File: config.mk
export PLATFORM = sky130hd
export DESIGN_NAME = uart_tx_cfg_flat
export DESIGN_NICKNAME = d
export VERILOG_FILES = /design/src/rtl/uart_pkg.sv /design/src/rtl/uart_tx_cfg_if.sv /design/src/rtl/uart_baud_gen.sv /design/src/rtl/uart_tx_cfg.sv /design/src/flat_wrapper.sv
export SDC_FILE = /design/constraint.sdc
export NUM_CORES = 1
export LEC_CHECK = 0
export CAP_MARGIN = 20
export CORE_MARGIN = 1.5
export CORE_UTILIZATION = 43
export DETAILED_ROUTE_END_ITERATION = 8
export GPL_ROUTABILITY_DRIVEN = 0
export PLACE_DENSITY = 0.65
export REMOVE_ABC_BUFFERS = 1
export SLEW_MARGIN = 0
export SYNTH_ARGS = -nofsm -noshare
export SYNTH_HDL_FRONTEND = slang
export SYNTH_SLANG_ARGS = --single-unit
File: constraint.sdc
create_clock -name clk -period 2.2 [get_ports clk]
set_input_delay 0.55 -clock clk [delete_from_list [all_inputs] [get_ports clk]]
set_output_delay 0.55 -clock clk [all_outputs]
set_load 0.005 [all_outputs]
File: src/rtl/uart_pkg.sv
// uart_pkg: FSM state encoding, parity mode codes and frame-length limits.
// Shared by the UART transmitter and the future receiver.
package uart_pkg;
   typedef enum logic [2:0] {IDLE, START, DATA, PARITY, STOP} state_e;
   localparam logic [1:0] PAR_NONE = 2'b00;
   localparam logic [1:0] PAR_EVEN = 2'b01;
   localparam logic [1:0] PAR_ODD  = 2'b10;
   localparam int MIN_NBITS = 5;
   function automatic logic [3:0] clamp_nbits(input logic [3:0] n, input int max_n);
      return (32'(n) < MIN_NBITS) ? 4'(MIN_NBITS) : (32'(n) > max_n) ? 4'(max_n) : n;
   endfunction
endpackage

File: src/rtl/uart_tx_cfg_if.sv
// uart_tx_cfg_if: payload, per-frame mode and valid/ready handshake into the UART transmitter.
interface uart_tx_cfg_if #(parameter int NB_DATA = 9);
   logic [NB_DATA-1:0] i_data;
   logic [3:0]         i_nbits;
   logic [1:0]         i_parity;
   logic               i_stop2;
   logic               i_valid;
   logic               o_ready;
   modport master (output i_data, i_nbits, i_parity, i_stop2, i_valid, input o_ready);
   modport slave  (input i_data, i_nbits, i_parity, i_stop2, i_valid, output o_ready);
endinterface

File: src/rtl/uart_baud_gen.sv
// uart_baud_gen: baud tick counter; one-cycle tick every i_cmp+1 enabled cycles, restarted by i_clr.
module uart_baud_gen #(
   parameter int NB_COUNTER = 9
) (
   input  logic                  clk,
   input  logic                  i_rst,
   input  logic                  i_clr,
   input  logic                  i_en,
   input  logic [NB_COUNTER-1:0] i_cmp,
   output logic                  o_tick
);
   logic [NB_COUNTER-1:0] cnt_q, cnt_d;
   assign o_tick = i_en && !i_clr && cnt_q == i_cmp;
   assign cnt_d = (i_clr || o_tick) ? '0 : i_en ? cnt_q + 1'b1 : cnt_q;
   always_ff @(posedge clk or negedge i_rst)
      if (!i_rst) cnt_q <= '0;
      else        cnt_q <= cnt_d;
endmodule

File: src/rtl/uart_tx_cfg.sv
// uart_tx_cfg: runtime-configurable UART transmitter (5..NB_DATA bits, none/even/odd parity, 1/2 stops).
// Define UART_TX_BREAK_EN to add the i_break line-break input.
module uart_tx_cfg
   import uart_pkg::*;
#(
   parameter int NB_DATA      = 9,
   parameter int NB_COUNTER   = 9,
   parameter int N_OVERSAMPLE = 16
) (
   input  logic                  clk,
   input  logic                  i_rst,
   input  logic [NB_COUNTER-1:0] i_tick_cmp,
`ifdef UART_TX_BREAK_EN
   input  logic                  i_break,
`endif
   uart_tx_cfg_if.slave          bus,
   output logic                  o_tx,
   output logic                  o_busy,
   output logic                  o_done
);
   localparam int NB_OS = $clog2(N_OVERSAMPLE + 1);
   state_e             state_q, state_d;
   logic [NB_DATA-1:0] sh_q, sh_d, mask;
   logic [3:0]         nb_q, nb_d, bit_q, bit_d, nb_c;
   logic [1:0]         mode_q, mode_d;
   logic [NB_OS-1:0]   os_q, os_d;
   logic               par_q, par_d, stop2_q, stop2_d, done_q, done_d;
   logic               brk, tick, bit_end, accept;
`ifdef UART_TX_BREAK_EN
   assign brk = i_break;
`else
   assign brk = 1'b0;
`endif
   assign bus.o_ready = state_q == IDLE && !brk;
   assign o_busy      = !bus.o_ready;
   assign o_done      = done_q;
   assign accept      = bus.i_valid && bus.o_ready;
   assign nb_c        = clamp_nbits(bus.i_nbits, NB_DATA);
   assign mask        = NB_DATA'((32'd1 << nb_c) - 32'd1);
   // os_q counts baud ticks within the current bit period
   assign bit_end     = tick && os_q == NB_OS'(N_OVERSAMPLE - 1);
   assign os_d        = (accept || bit_end) ? '0 : tick ? os_q + 1'b1 : os_q;
   uart_baud_gen #(.NB_COUNTER(NB_COUNTER)) u_baud (
      .clk    (clk),
      .i_rst  (i_rst),
      .i_clr  (accept),
      .i_en   (state_q != IDLE),
      .i_cmp  (i_tick_cmp),
      .o_tick (tick)
   );
   always_comb begin
      o_tx = 1'b1;
      case (state_q)
         IDLE:    o_tx = !brk;
         START:   o_tx = 1'b0;
         DATA:    o_tx = sh_q[0];
         PARITY:  o_tx = par_q;
         default: o_tx = 1'b1;
      endcase
   end
   always_comb begin
      state_d = state_q;
      sh_d    = sh_q;
      nb_d    = nb_q;
      bit_d   = bit_q;
      mode_d  = mode_q;
      par_d   = par_q;
      stop2_d = stop2_q;
      done_d  = 1'b0;
      case (state_q)
         IDLE: if (accept) begin
            state_d = START;
            sh_d    = bus.i_data;
            nb_d    = nb_c;
            bit_d   = '0;
            mode_d  = (bus.i_parity == PAR_EVEN || bus.i_parity == PAR_ODD) ? bus.i_parity : PAR_NONE;
            par_d   = ^(bus.i_data & mask) ^ (bus.i_parity == PAR_ODD);
            stop2_d = bus.i_stop2;
         end
         START: if (bit_end) state_d = DATA;
         DATA: if (bit_end) begin
            sh_d  = sh_q >> 1;
            bit_d = bit_q + 1'b1;
            if (bit_q == nb_q - 1'b1) begin
               state_d = (mode_q == PAR_NONE) ? STOP : PARITY;
               bit_d   = '0;
            end
         end
         PARITY: if (bit_end) state_d = STOP;
         STOP: if (bit_end) begin
            bit_d = bit_q + 1'b1;
            if (!stop2_q || bit_q != '0) begin
               state_d = IDLE;
               done_d  = 1'b1;
            end
         end
         default: state_d = IDLE;
      endcase
   end
   always_ff @(posedge clk or negedge i_rst)
      if (!i_rst) begin
         state_q <= IDLE;
         sh_q    <= '0;
         nb_q    <= '0;
         bit_q   <= '0;
         mode_q  <= PAR_NONE;
         par_q   <= 1'b0;
         stop2_q <= 1'b0;
         done_q  <= 1'b0;
         os_q    <= '0;
      end else begin
         state_q <= state_d;
         sh_q    <= sh_d;
         nb_q    <= nb_d;
         bit_q   <= bit_d;
         mode_q  <= mode_d;
         par_q   <= par_d;
         stop2_q <= stop2_d;
         done_q  <= done_d;
         os_q    <= os_d;
      end
endmodule

File: src/flat_wrapper.sv
// flat-port wrapper written by rule: the top's interface ports become plain ports
module uart_tx_cfg_flat import uart_pkg::*;
#(
   parameter int NB_DATA      = 9,
   parameter int NB_COUNTER   = 9,
   parameter int N_OVERSAMPLE = 16
)
  (clk, i_rst, i_tick_cmp, o_tx, o_busy, o_done, bus_i_data, bus_i_nbits, bus_i_parity, bus_i_stop2, bus_i_valid, bus_o_ready);
  uart_tx_cfg_if #(.NB_DATA(NB_DATA)) bus_i ();
  input  logic clk;
  input  logic i_rst;
  input  logic [NB_COUNTER-1:0] i_tick_cmp;
  output logic o_tx;
  output logic o_busy;
  output logic o_done;
  input wire logic [$bits(bus_i.i_data)-1:0] bus_i_data;
  input wire logic [$bits(bus_i.i_nbits)-1:0] bus_i_nbits;
  input wire logic [$bits(bus_i.i_parity)-1:0] bus_i_parity;
  input wire logic [$bits(bus_i.i_stop2)-1:0] bus_i_stop2;
  input wire logic [$bits(bus_i.i_valid)-1:0] bus_i_valid;
  output wire logic [$bits(bus_i.o_ready)-1:0] bus_o_ready;
  assign bus_i.i_data = bus_i_data;
  assign bus_i.i_nbits = bus_i_nbits;
  assign bus_i.i_parity = bus_i_parity;
  assign bus_i.i_stop2 = bus_i_stop2;
  assign bus_i.i_valid = bus_i_valid;
  assign bus_o_ready = bus_i.o_ready;
  uart_tx_cfg #(.NB_DATA(NB_DATA), .NB_COUNTER(NB_COUNTER), .N_OVERSAMPLE(N_OVERSAMPLE)) u_core (.clk(clk), .i_rst(i_rst), .i_tick_cmp(i_tick_cmp), .bus(bus_i), .o_tx(o_tx), .o_busy(o_busy), .o_done(o_done));
endmodule
==> results of run 1 <==
[area by class of cell]
class                      instances  share of cell area
clock buffer                       7              0.0253
clock inverter                     1             0.00166
inverter                          13              0.0170
multi-input combinational        190               0.430
sequential                        39               0.325
tap                               70              0.0290
timing repair buffer              56               0.172
[cell usage after synthesis, drive strengths merged (2+ instances only)]
library cell	instances	area (um2)
inv	13	51.3
nor4	6	52.6
xor2	11	96.3
a31oi	2	18.8
mux2i	10	100
nand2b	4	27.5
clkbuf	2	7.51
ha	7	87.6
nor2	17	66.3
o22ai	2	12.5
dfrtp	39	976
xnor2	18	158
nor2b	3	18.8
a21o	5	37.5
o21ai	19	95.1
nand3	4	20.0
nor3	4	20.0
buf	4	20.0
mux2	2	22.5
nand2	38	150
nand3b	2	15.0
a21oi	7	35.0
and3	5	31.3
and2	2	12.5
nand4	5	31.3
[path summary, 6_finish.rpt]
| path | slack [ps] | end | cells after the start |
|---|---|---|---|
| max | 60 | u_core.bit_q[3]$_DFFE_PN0P_ | 8 |
| min | 310 | u_core.u_baud.cnt_q[8]$_DFFE_PN0P_ | 2 |
| max reg2reg | 210 | u_core.os_q[0]$_DFFE_PN0P_ | 8 |
| min reg2reg | 470 | u_core.mode_q[0]$_DFFE_PN0P_ | 2 |
| max in group asynchronous | 1520 | u_core.state_q[0]$_DFFE_PN0P_ | 2 |
| min in group clk | 470 | u_core.mode_q[0]$_DFFE_PN0P_ | 2 |
[layer usage]
layer / wire, um / up-vias / share of wire
met4: 38 / 0 / 0.0078
met2: 2310 / 43 / 0.48
met1: 2320 / 878 / 0.48
met5: 0 / - / 0
li1: - / 969 / -
met3: 190 / 4 / 0.039
[per-stage QoR]
stage                     cells  total power [uW]  TNS, ps
after floorplan             242              1190        0
after global placement      365              1350    -3800
after detailed placement    365              1360    -5460
after CTS                   375              1830        0
after global routing        376              1970        0
final                       376              1840        0
[flip-flops by register name, summed over array words and instances, names as in the netlist]
signal               count
u_core.stop2_q           1
u_core.nb_q              4
u_core.mode_q            2
u_core.bit_q             4
u_core.os_q              5
u_core.u_baud.cnt_q      9
u_core.o_done            1
u_core.sh_q              9
u_core.state_q           3
u_core.par_q             1
[critical path, delay by kind of cell]
family / cells / cell delay (ps)
AO/OA/AOI/OAI: 2 / 440
XOR/XNOR: 1 / 190
buffers and inverters: 2 / 570
AND/OR/NAND/NOR: 3 / 560
[cell families after synthesis]
logic type	count (synthesis)	synth area share
AND/OR/NAND/NOR	94	0.209
AO/OA/AOI/OAI	45	0.122
flip-flops	39	0.423
XOR/XNOR	30	0.120
buffers and inverters	19	0.0341
multiplexers	12	0.0531
adder cells (fa/ha/maj)	7	0.0379
other	1	0.00162
[power by group through the flow]
stage	Clock, uW	Combinational, uW	Sequential [uW]
CTS	472	442	911
global route	510	530	929
floorplan	0	290	902
global placement	0	424	922
detailed placement	0	434	925
finish	457	471	916
[timing repair]
item | in CTS | in global routing
pin swaps | 0 | 11
gates resized for setup | 4 | 14
buffers inserted | 2 | 1
setup endpoints to repair | 5 | 8
==> impl_metrics.json, run 1 <==
{
  "design_area_mm2": 0.00302,
  "hp-class": "in -> async",
  "peakVddDrop_uv": 298,
  "diodes": 0,
  "post-route-min-period_ps": 2140,
  "cp-end-kind": "register",
  "antenna_left": 0,
  "layout-drive-gt1-share": 0.160,
  "drt-total-wl_um": 4860,
  "layout_commonest_cell": "nand2_1",
  "cts_tree": "built",
  "syn-cell-area_mm2": 0.00231,
  "routed_via_density": 5.04,
  "max_stage_delay_ps": 410,
  "fin_ws_ps": 59.9,
  "die_h_um": 76.3,
  "avgSynthCellArea_um2": 9.35,
  "p_switching_uw": 539,
  "first_pass_iters": 4,
  "clockPowerShare": 0.248,
  "clk_pin_slew_worst_paths_ps": 80,
  "power_leakage_uw": 0.00141,
  "dpl.hpwl_um": 3710,
  "die_x_um": 76.3,
  "grt_overflow": 0,
  "nets": 340,
  "powerDensity_mw_per_mm2": 611,
  "drt_iter0_drc": 99,
  "htree_num_levels": 2,
  "multiInputGateArea_mm2": 0.00130,
  "use_met3": 0.0335,
  "placed_area_mm2": 0.00286,
  "met2_usage": 0.314,
  "clock_latency_ps": 280,
  "core.rowCount": 26,
  "async_flop_share": 1.00,
  "yosysUniqueCellTypes": 50,
  "setup_viol": 0,
  "cts_made_buffers": 5,
  "status": "completed",
  "crit_fanout": 3,
  "area_growth_pct": 30.7,
  "root_buffer": "clkbuf_8",
  "mostFrequentLayoutCells": "nand2_1 (37), dfrtp_1 (36), clkdlybuf4s50_1 (24), buf_4 (24), xnor2_1 (17)",
  "grt_pass1_wl_um": 8540,
  "antenna_found_initial": 0,
  "grt.met1_usage": 0.229,
  "dr_total_vias": 1894,
  "port_buffers": 31,
  "synth_edf_count": 0,
  "fin_skew_ps": 7.19,
  "r2r-start": "u_core.u_baud.cnt_q[3]$_DFFE_PN0P_",
  "grt_max_degree": 40,
  "cp.arrival_ps": 2320,
  "slowest_stage": "clkdlybuf4s50_1",
  "cp-start-kind": "input pin",
  "crit_type": "in -> reg",
  "core_area_mm2": 0.00514,
  "timing.fmax_mhz": 467,
  "clk_path_buf_depth": 2,
  "cp.required_ps": 2380,
  "crit_start": "i_tick_cmp[0]",
  "ys_warn_count": 0,
  "ys_ff_latch": 39,
  "cap_violations": 0,
  "seq_power_share": 0.497,
  "hold_viol_final": 0,
  "switching_share": 0.293,
  "grtUsageTotal": 0.180,
  "drc_errors": 0,
  "synthCells": 247,
  "nFillCells": 496,
  "yosysSeqAreaShare": 0.423,
  "regArea_um2": 980,
  "synth_ff_type": "dfrtp_1",
  "start_util": 0.449,
  "grt_pass1_vias": 1866,
  "finalMaxSlewViolations": 0,
  "dpl_worst_slack_ps": -295,
  "crit_path_cell_trace": "clkdlybuf4s50_1 -> xnor2_1 -> nand3_2 -> buf_4 -> nor3_1 -> o211ai_1 -> and2_1 -> a211o_1",
  "cell_internal_pwr_uw": 1300,
  "cts.sinks": 39,
  "grt_busiest_layer": "met2",
  "p_comb_frac": 0.255,
  "holdWs_ps": 313,
  "dieArea_mm2": 0.00582,
  "cts_hold_buf": 0,
  "rsz0062_at_grt": "false",
  "finalCritPeriodShare": 0.973,
  "wire_per_inst_um": 12.9,
  "num_io_pins": 32,
  "final_core_util": 0.587
}
Power figures use the tool's default switching activity.
==> inputs of run 2 (changes only) <==
- ABC_AREA: not set -> 1
- PLACE_DENSITY: 0.65 -> not set
==> run 2 against run 1 <==
Against the previous run:
- global-route usage is 1.3 points higher
- register-to-register slack gained 70 ps
- clock-buffer cell count shrank 1
- sequential share of layout area decreased by 1.9 points
- combinational power grew to 3.5 times the previous value
- utilization decreased by 4.3 points
- setup slack improved by 10 ps
- clock power is 3% lower
- routed wire length up 15%
- clock skew down 1.1 ps
- first-iteration DRC count up 22%
- synthesized area rose by 12%
==> impl_metrics.json, run 2 <==
{
  "ys_ff_latch": 39,
  "final_core_util": 0.544,
  "clock_latency_ps": 280,
  "nets": 455,
  "peakVddDrop_uv": 646,
  "async_flop_share": 1.00,
  "htree_num_levels": 2,
  "nFillCells": 581,
  "core.rowCount": 28,
  "diodes": 0,
  "area_growth_pct": 23.4,
  "p_switching_uw": 1360,
  "timing.fmax_mhz": 470,
  "die_x_um": 80.7,
  "synth_ff_type": "dfrtp_1",
  "holdWs_ps": 216,
  "crit_type": "reg -> out",
  "finalMaxSlewViolations": 0,
  "synth_edf_count": 0,
  "grt_overflow": 0,
  "r2r-start": "u_core.state_q[1]$_DFFE_PN0P_",
  "cap_violations": 0,
  "cp-end-kind": "primary output",
  "die_h_um": 80.7,
  "clockPowerShare": 0.137,
  "first_pass_iters": 4,
  "setup_viol": 0,
  "grtUsageTotal": 0.193,
  "hold_viol_final": 0,
  "cts_hold_buf": 0,
  "critPathBufInv": 2,
  "cts_made_buffers": 5,
  "drt_iter0_drc": 121,
  "yosysUniqueCellTypes": 37,
  "cp-start-kind": "register",
  "grt_max_degree": 22,
  "p_comb_frac": 0.508,
  "crit_path_cell_trace": "nor2_4 -> nand2_8 -> inv_4 -> clkdlybuf4s50_1",
  "dr_total_vias": 2363,
  "grt_pass1_wl_um": 9760,
  "start_util": 0.441,
  "max_stage_delay_ps": 490,
  "synth.top_cell.area_share": 0.376,
  "final.setup.tns_ps": 0,
  "port_buffers": 31,
  "powerDensity_mw_per_mm2": 1010,
  "status": "completed",
  "rsz0062_at_grt": "false",
  "cell_internal_pwr_uw": 1880,
  "yosysSeqAreaShare": 0.376,
  "root_buffer": "clkbuf_8",
  "wire_per_inst_um": 11.3,
  "yosys.area.top_type": "dfrtp_1",
  "seq_power_share": 0.355,
  "ys_warn_count": 0,
  "num_io_pins": 32,
  "clk_path_buf_depth": 2,
  "crit_fanout": 9,
  "drc_errors": 0,
  "avgSynthCellArea_um2": 7.07,
  "dieArea_mm2": 0.00651,
  "slowest_stage": "clkdlybuf4s50_1",
  "routed_via_density": 4.78,
  "finalCritPeriodShare": 0.968,
  "grt_pass1_vias": 2154,
  "cp.required_ps": 1650,
  "instances_no_fill": 494,
  "cts_tree": "built",
  "netlist_top_cells_area": "dfrtp_1 (38%), nand2_1 (18%), inv_1 (7.1%)",
  "synthTopCellsByCount": "nand2_1 (124), inv_1 (49), dfrtp_1 (39)",
  "syn-cell-area_mm2": 0.00260,
  "mostFrequentLayoutCells": "nand2_1 (124), inv_1 (49), dfrtp_1 (37)",
  "cp.arrival_ps": 1580,
  "fin_skew_ps": 6.13,
  "power_leakage_uw": 0.00163,
  "layout-drive-gt1-share": 0.115,
  "yosysMostFrequentCell": "nand2_1",
  "crit_start": "u_core.state_q[1]$_DFFE_PN0P_",
  "layout_commonest_cell": "nand2_1",
  "reg_top3": "u_core.sh_q: 9 flops, u_core.u_baud.cnt_q: 9 flops, u_core.os_q: 5 flops",
  "drt-total-wl_um": 5600,
  "core_area_mm2": 0.00589,
  "hp-class": "in -> async",
  "placedCellCount": 482,
  "switching_share": 0.420,
  "dpl.hpwl_um": 4340,
  "synthCells": 367,
  "antenna_left": 0,
  "crit_family": "buffers and inverters",
  "cts.sinks": 39,
  "post-route-min-period_ps": 2130,
  "clk_pin_slew_worst_paths_ps": 80,
  "antenna_found_initial": 0
}
==> run 2: changes by cell type in the layout (fill, tap and decap cells not counted), sizes merged, moves of 5 or more <==
cell / previous run / this run
buf: 26 / 19
inv: 13 / 54
nand3: 4 / 29
xnor2: 18 / 6
dlymetal6s2s: 6 / 1
nor4: 6 / 0
nor2: 17 / 34
a21o: 5 / 0
mux2i: 10 / 0
a21oi: 7 / 13
clkdlybuf4s50: 24 / 29
nand2: 38 / 130
and3: 5 / 0
==> run 2: repair_timing <==
action / CTS / global route
buffers inserted: 2 / 4
pin swaps: 0 / 1
resized for setup: 2 / 4
setup endpoints to repair: 1 / 2
==> run 2: cells by family (layout without fill, tap and decap cells) <==
logic type | after synthesis | after routing | synth area share
AND/OR/NAND/NOR | 208 | 208 | 0.358
buffers and inverters | 58 | 109 | 0.0887
AO/OA/AOI/OAI | 41 | 41 | 0.0988
flip-flops | 39 | 39 | 0.376
XOR/XNOR | 13 | 13 | 0.0439
adder cells (fa/ha/maj) | 7 | 7 | 0.0337
other | 1 | 2 | 0.00144
==> run 2: final cells by class <==
| type | count | area [um2] | area share |
|---|---|---|---|
| multi-input combinational | 271 | 1400 | 0.437 |
| sequential | 39 | 978 | 0.305 |
| timing repair buffer | 49 | 455 | 0.142 |
| inverter | 54 | 205 | 0.0640 |
| tap | 75 | 93.8 | 0.0293 |
| clock buffer | 6 | 72.6 | 0.0226 |
==> run 2: worst paths after layout <==
check                                                     end  slack [ps]  cells after the start
setup reg to reg                  u_core.bit_q[3]$_DFFE_PN0P_         280                     10
setup / recovery                                  bus_o_ready          70                      4
hold / removal             u_core.u_baud.cnt_q[0]$_DFFE_PN0P_         220                      1
max in group asynchronous          u_core.os_q[0]$_DFFE_PN0P_        1500                      2
hold reg to reg                    u_core.os_q[4]$_DFFE_PN0P_         480                      2
min in group clk                   u_core.os_q[4]$_DFFE_PN0P_         480                      2
==> run 2: per-layer routing <==
metal	up-vias	GRT usage	part of all wire
li1	1253	-	-
met1	1079	0.277	0.52
met2	27	0.295	0.45
met3	4	0.0375	0.026
met4	0	0.0569	0.0086
met5	-	0	0
==> run 2: power groups by stage <==
stage	Combinational [uW]	Clock (uW)	Sequential [uW]
CTS	1610	459	1150
detailed placement	1590	0	1170
finish	1640	445	1150
global placement	1570	0	1160
floorplan	1100	0	1110
global route	1900	498	1180
==> run 2: per-stage QoR <==
stage | setup WS, ps | total power (uW) | instance area, um2
floorplan | 362 | 2210 | 2570
CTS | 5.10 | 3230 | 3170
detailed placement | 6.83 | 2750 | 3070
global placement | 22.2 | 2730 | 3070
finish | 70.4 | 3240 | 3200
global route | 14.3 | 3580 | 3200
==> run 2: worst register-to-register path: stages, from the launching register on <==
cell and delay, ps:
dfrtp_2 440, buf_4 150, nand2_1 90, nor2_2 50, buf_4 170, inv_1 290, nand2_1 160, a21oi_4 220
buf_4 160, nand3_1 60, nand2_1 90
==> inputs of run 3 (changes only) <==
- SYNTH_HIERARCHICAL: not set -> 1
- clock period: 2.2 -> 2.3 ns (I/O delays scaled with it)
==> run 3 against run 2 <==
Against the previous run:
- flip-flop and latch count is the same
- final cell count grew 3.2%
- synthesized cell count grew 2.7%
- combinational power shrank 3%
- die area grew 1.2%
- via count grew 2.8%
- clock skew shrank 3.0 ps
- global-route usage grew 0.060 points
- sequential power shrank 9.6%
- hold slack gained 25 ps
- critical path type unchanged
==> impl_metrics.json, run 3 <==
{
  "core.rowCount": 28,
  "routed_via_density": 4.76,
  "peakVddDrop_uv": 543,
  "post-route-min-period_ps": 2190,
  "dpl.hpwl_um": 4410,
  "r2r_slack_ps": 230,
  "design_area_mm2": 0.00332,
  "clk_pin_slew_worst_paths_ps": 80,
  "placed_area_mm2": 0.00317,
  "layout_commonest_cell": "nand2_1",
  "drt-total-wl_um": 5700,
  "dr_total_vias": 2430,
  "setup_viol": 0,
  "grt_pass1_vias": 2247,
  "synth_edf_count": 0,
  "grt_pass1_wl_um": 9770,
  "grt_max_degree": 21,
  "core_area_mm2": 0.00592,
  "yosysMostFrequentCell": "nand2_1",
  "cp.arrival_ps": 1610,
  "synthCells": 377,
  "ys_warn_count": 6,
  "async_flop_share": 1.00,
  "die_h_um": 81.2,
  "grtUsageTotal": 0.194,
  "timing.rr.end": "u_core/sh_q[0]$_DFFE_PN0P_",
  "mostFrequentLayoutCells": "nand2_1 (110), inv_1 (69), dfrtp_1 (39)",
  "syn-cell-area_mm2": 0.00263,
  "cp.required_ps": 1730,
  "finalMaxSlewViolations": 0,
  "r2r-start": "u_core/state_q[1]$_DFFE_PN0P_",
  "num_io_pins": 32,
  "synth.top_cell.area_share": 0.371,
  "wire_per_inst_um": 11.2,
  "hp-class": "in -> async",
  "placedCellCount": 500,
  "dieArea_mm2": 0.00659,
  "status": "completed",
  "crit_type": "reg -> out",
  "drt_iter0_drc": 108,
  "grt_overflow": 0,
  "root_buffer": "clkbuf_8",
  "worst_slew_pin_slew_ps": 503,
  "yosysUniqueCellTypes": 36,
  "slew_headroom": 0.665,
  "r2r.worst_path.cells": 18,
  "power_leakage_uw": 0.00176,
  "port_buffers": 31,
  "die_x_um": 81.2,
  "cap_violations": 0,
  "cp-end-kind": "primary output",
  "diodes": 0,
  "hold_viol_final": 0,
  "fin_skew_ps": 3.08,
  "timing.fmax_mhz": 457,
  "crit_fanout": 7,
  "cp-start-kind": "register",
  "final_core_util": 0.561,
  "layout-drive-gt1-share": 0.143,
  "drc_errors": 0,
  "instances_no_fill": 510,
  "synthTopCellsByCount": "nand2_1 (113), inv_1 (73), dfrtp_1 (39)",
  "reg_top3": "u_core/sh_q: 9 flops, u_core/u_baud/cnt_q: 9 flops, u_core/os_q: 5 flops",
  "cts_tree": "built",
  "crit_end": "o_busy",
  "netlist_top_cells_area": "dfrtp_1 (37%), nand2_1 (16%), inv_1 (10%)",
  "antenna_left": 0,
  "avgSynthCellArea_um2": 6.98,
  "area_growth_pct": 26.3,
  "antenna_found_initial": 0,
  "ys_ff_latch": 39,
  "finalCritPeriodShare": 0.952,
  "clk_path_buf_depth": 2,
  "powerDensity_mw_per_mm2": 938,
  "start_util": 0.444,
  "cts.sinks": 39,
  "first_pass_iters": 4,
  "yosysSeqAreaShare": 0.371,
  "clock_latency_ps": 290,
  "cts_made_buffers": 5,
  "crit_start": "u_core/state_q[0]$_DFFE_PN0P_",
  "yosys.area.top_type": "dfrtp_1",
  "nets": 470,
  "synth_ff_type": "dfrtp_1",
  "htree_num_levels": 2
}
==> run 3: changes by cell type in the layout (fill, tap and decap cells not counted), moves of 4 or more <==
cell | before | now
nand3_2 | 0 | 5
o211ai_1 | 1 | 7
inv_1 | 49 | 69
a21oi_1 | 11 | 2
o21ai_1 | 3 | 7
o21ai_0 | 13 | 19
buf_4 | 17 | 21
nand2_1 | 124 | 110
==> run 3: logic make-up after synthesis <==
kind of cell,Yosys count,synth area share
other,1,0.00143
buffers and inverters,82,0.123
XOR/XNOR,11,0.0366
adder cells (fa/ha/maj),7,0.0333
AO/OA/AOI/OAI,45,0.111
AND/OR/NAND/NOR,192,0.323
flip-flops,39,0.371
==> run 3: per-layer routing <==
layer,GRT usage,part of all wire
met2,0.340,0.48
met3,0.0337,0.034
met1,0.243,0.47
met5,0,0
met4,0.0552,0.011
==> run 3: where the power goes <==
part / switching, uW / leakage (uW) / internal, uW
clock network: 242 / 0.0000470 / 236
registers: 142 / 0.000508 / 900
logic: 922 / 0.00121 / 671
==> run 3: critical path, stage by stage (launching register included) <==
cell and delay, ps:
dfrtp_1 390, inv_1 80, nand2_2 90, nor2_4 130, inv_4 70, buf_6 130
clkdlybuf4s50_1 440
==> run 3: layout make-up <==
cell class / instances / area, um2
clock buffers: 6 / 82.6
fillers: 579 / 2600
repair buffers: 54 / 495
inverters: 78 / 303
flip-flops and latches: 39 / 976
well taps: 75 / 93.8
multi-input cells: 257 / 1370
clock inverters: 1 / 5.00
==> run 3: worst min-delay path by stage <==
stage                                    endpoint                        from  slack [ps]  cells past startpoint
2_1_floorplan         u_core/bit_q[0]$_DFFE_PN0P_                       i_rst         280                      0
3_3_place_gp           u_core/stop2_q$_DFFE_PN0P_  u_core/stop2_q$_DFFE_PN0P_         460                      2
3_5_place_dp           u_core/stop2_q$_DFFE_PN0P_  u_core/stop2_q$_DFFE_PN0P_         470                      2
4_1_cts        u_core/u_baud/cnt_q[0]$_DFFE_PN0P_                       i_rst         250                      1
5_1_grt                u_core/os_q[1]$_DFFE_PN0P_                       i_rst         270                      1
6_report       u_core/u_baud/cnt_q[4]$_DFFE_PN0P_                       i_rst         240                      1
==> run 3: through the flow <==
step	hold slack (ps)	setup slack [ps]	total power, uW	setup TNS, ps
floorplan	279	-86.8	2040	-168
global placement	462	-372	2570	-5000
detailed placement	471	-446	2590	-6210
CTS	253	0.930	3080	0
global route	272	-17.9	3430	-43.5
finish	241	111	3110	0
==> run 3: repair_timing <==
item,in CTS,in global routing
setup buffers,1,2
pin swaps,0,6
setup endpoints to repair,15,19
gates resized for setup,6,16
hold buffers,0,0
cloned,0,0
==> RTL change, RTL diff (settings of run 1) <==
Take the reset off `os_q` and load it in a clocked block of its own.
--- a/src/rtl/uart_tx_cfg.sv
+++ b/src/rtl/uart_tx_cfg.sv
@@ -108,5 +108,4 @@
          stop2_q <= 1'b0;
          done_q  <= 1'b0;
-         os_q    <= '0;
       end else begin
          state_q <= state_d;
@@ -118,6 +117,9 @@
          stop2_q <= stop2_d;
          done_q  <= done_d;
-         os_q    <= os_d;
       end
+
+   always_ff @(posedge clk) begin
+      os_q <= os_d;
+   end
 endmodule
 
Function: no difference found for any inputs over 10 cycles, from zero or initial values and one cycle with i_rst low; that may be too few to reach the edited logic, so the function may still have changed.
==> RTL change against run 1 <==
The flow now finishes with violations (negative setup slack). Total power up 11%. Maximum frequency down 5.7%. Setup slack worse by 0.13 ns. Non-clock buffer count is 13 higher. Clock power increased by 4.6%. Synthesized area rose by 3.1%. Final area grew 5.2%. Routed wire length rose by 13%. Sequential cell count did not move. Combinational power rose by 38%. Critical path type unchanged. Largest cell class unchanged.
==> RTL change: results <==
{
  "status": "finished, violations left",
  "violations": "negative setup slack",
  "clk_latency_ns": 0.30,
  "nets": 371,
  "fin_tns_setup_ns": -0.0790,
  "yosysSeqAreaShare": 0.399,
  "cts_root_buffer": "clkbuf_8",
  "ir_drop_mv": 0.586,
  "multi_input_gates": 213,
  "dieHeight_um": 77.4,
  "multi_input_area_share": 0.448,
  "final-clk-cell-share": 0.0268,
  "grt_pass1_vias": 1989,
  "place_ws_ns": -0.726,
  "cts_post_setup_buffers_inserted": 6,
  "synth-xor-area-share": 0.106,
  "grt_max_degree": 35,
  "synthArstFlopShare": 0.872,
  "grt_usage": 0.195,
  "dieWidth_um": 77.4,
  "fillers": 458,
  "leakage_uw": 0.00140,
  "fin_skew_ns": 0.00641,
  "yosys-top-cells-count": "40 x nand2_1, 34 x dfrtp_1, 28 x o21ai_0",
  "clock_buffers": 6,
  "grt_pass1_wl_um": 9190,
  "layout-drive-gt1-share": 0.196,
  "wl_per_cell_um": 13.5,
  "synth_compound_area_frac": 0.150,
  "met3_length_um": 140,
  "hold_class": "reg2reg",
  "num-nonclk-buffers": 69,
  "cp_max_fo": 4,
  "cts-resized-gates": 16,
  "drt-initial-drc-count": 77,
  "routedLengthMet1_um": 2660,
  "synth_fa_ha_area_frac": 0.0368,
  "finalWorstSetupSlack_ns": -0.0695,
  "seq_share": 0.300,
  "setup_viol": 2,
  "ys_types": 48,
  "ys_seq_elements": 39,
  "wl_met2_um": 2560,
  "viasPerCell": 5.11,
  "dp_hpwl_um": 3970,
  "synth_mux_area_frac": 0.0510,
  "synth_area_leaders": "dfrtp_1 36%, nand2_1 6.3%, o21ai_0 5.9%",
  "buf_share": 0.188
}
## RTL change: stage by stage
step	cells	cell area, µm²
3_3_place_gp	393	2970
3_5_place_dp	393	2970
5_1_grt	407	3180
2_1_floorplan	260	2340
6_report	407	3180
4_1_cts	407	3110
## RTL change: power by group through the flow
stage | combinational, µW | clock, µW | sequential (µW)
2_1_floorplan | 325 | 0 | 902
3_3_place_gp | 543 | 0 | 920
3_5_place_dp | 558 | 0 | 922
4_1_cts | 607 | 499 | 909
5_1_grt | 728 | 521 | 928
6_report | 652 | 478 | 912
## RTL change: per-layer routing
metal  GRT usage  vias to the layer above
met5           0                        -
met4      0.0818                        0
met3      0.0341                       12
met2       0.315                       32
met1       0.258                      965
li1            -                     1070
## RTL change: worst paths after layout
kind	startpoint	end	slack (ns)	depth (start not counted)
worst min-delay path	u_core.sh_q[6]$_DFFE_PN0P_	u_core.sh_q[6]$_DFFE_PN0P_	0.48	2
worst min register to register	u_core.sh_q[6]$_DFFE_PN0P_	u_core.sh_q[6]$_DFFE_PN0P_	0.48	2
worst max-delay path	i_tick_cmp[1]	u_core.os_q[2]$_SDFFE_PP0P_	-0.07	6
worst max register to register	u_core.u_baud.cnt_q[0]$_DFFE_PN0P_	u_core.os_q[2]$_SDFFE_PP0P_	-0.06	5
min in group asynchronous	i_rst	u_core.u_baud.cnt_q[0]$_DFFE_PN0P_	0.66	2
max in group asynchronous	i_rst	u_core.state_q[1]$_DFFE_PN0P_	1.21	2
## RTL change: worst max-delay path: stages
cell and delay (ns):
clkdlybuf4s50_1 0.42, xnor2_1 0.23, nand3_2 0.12, or4_4 0.55, or4b_1 0.51, a21oi_1 0.12
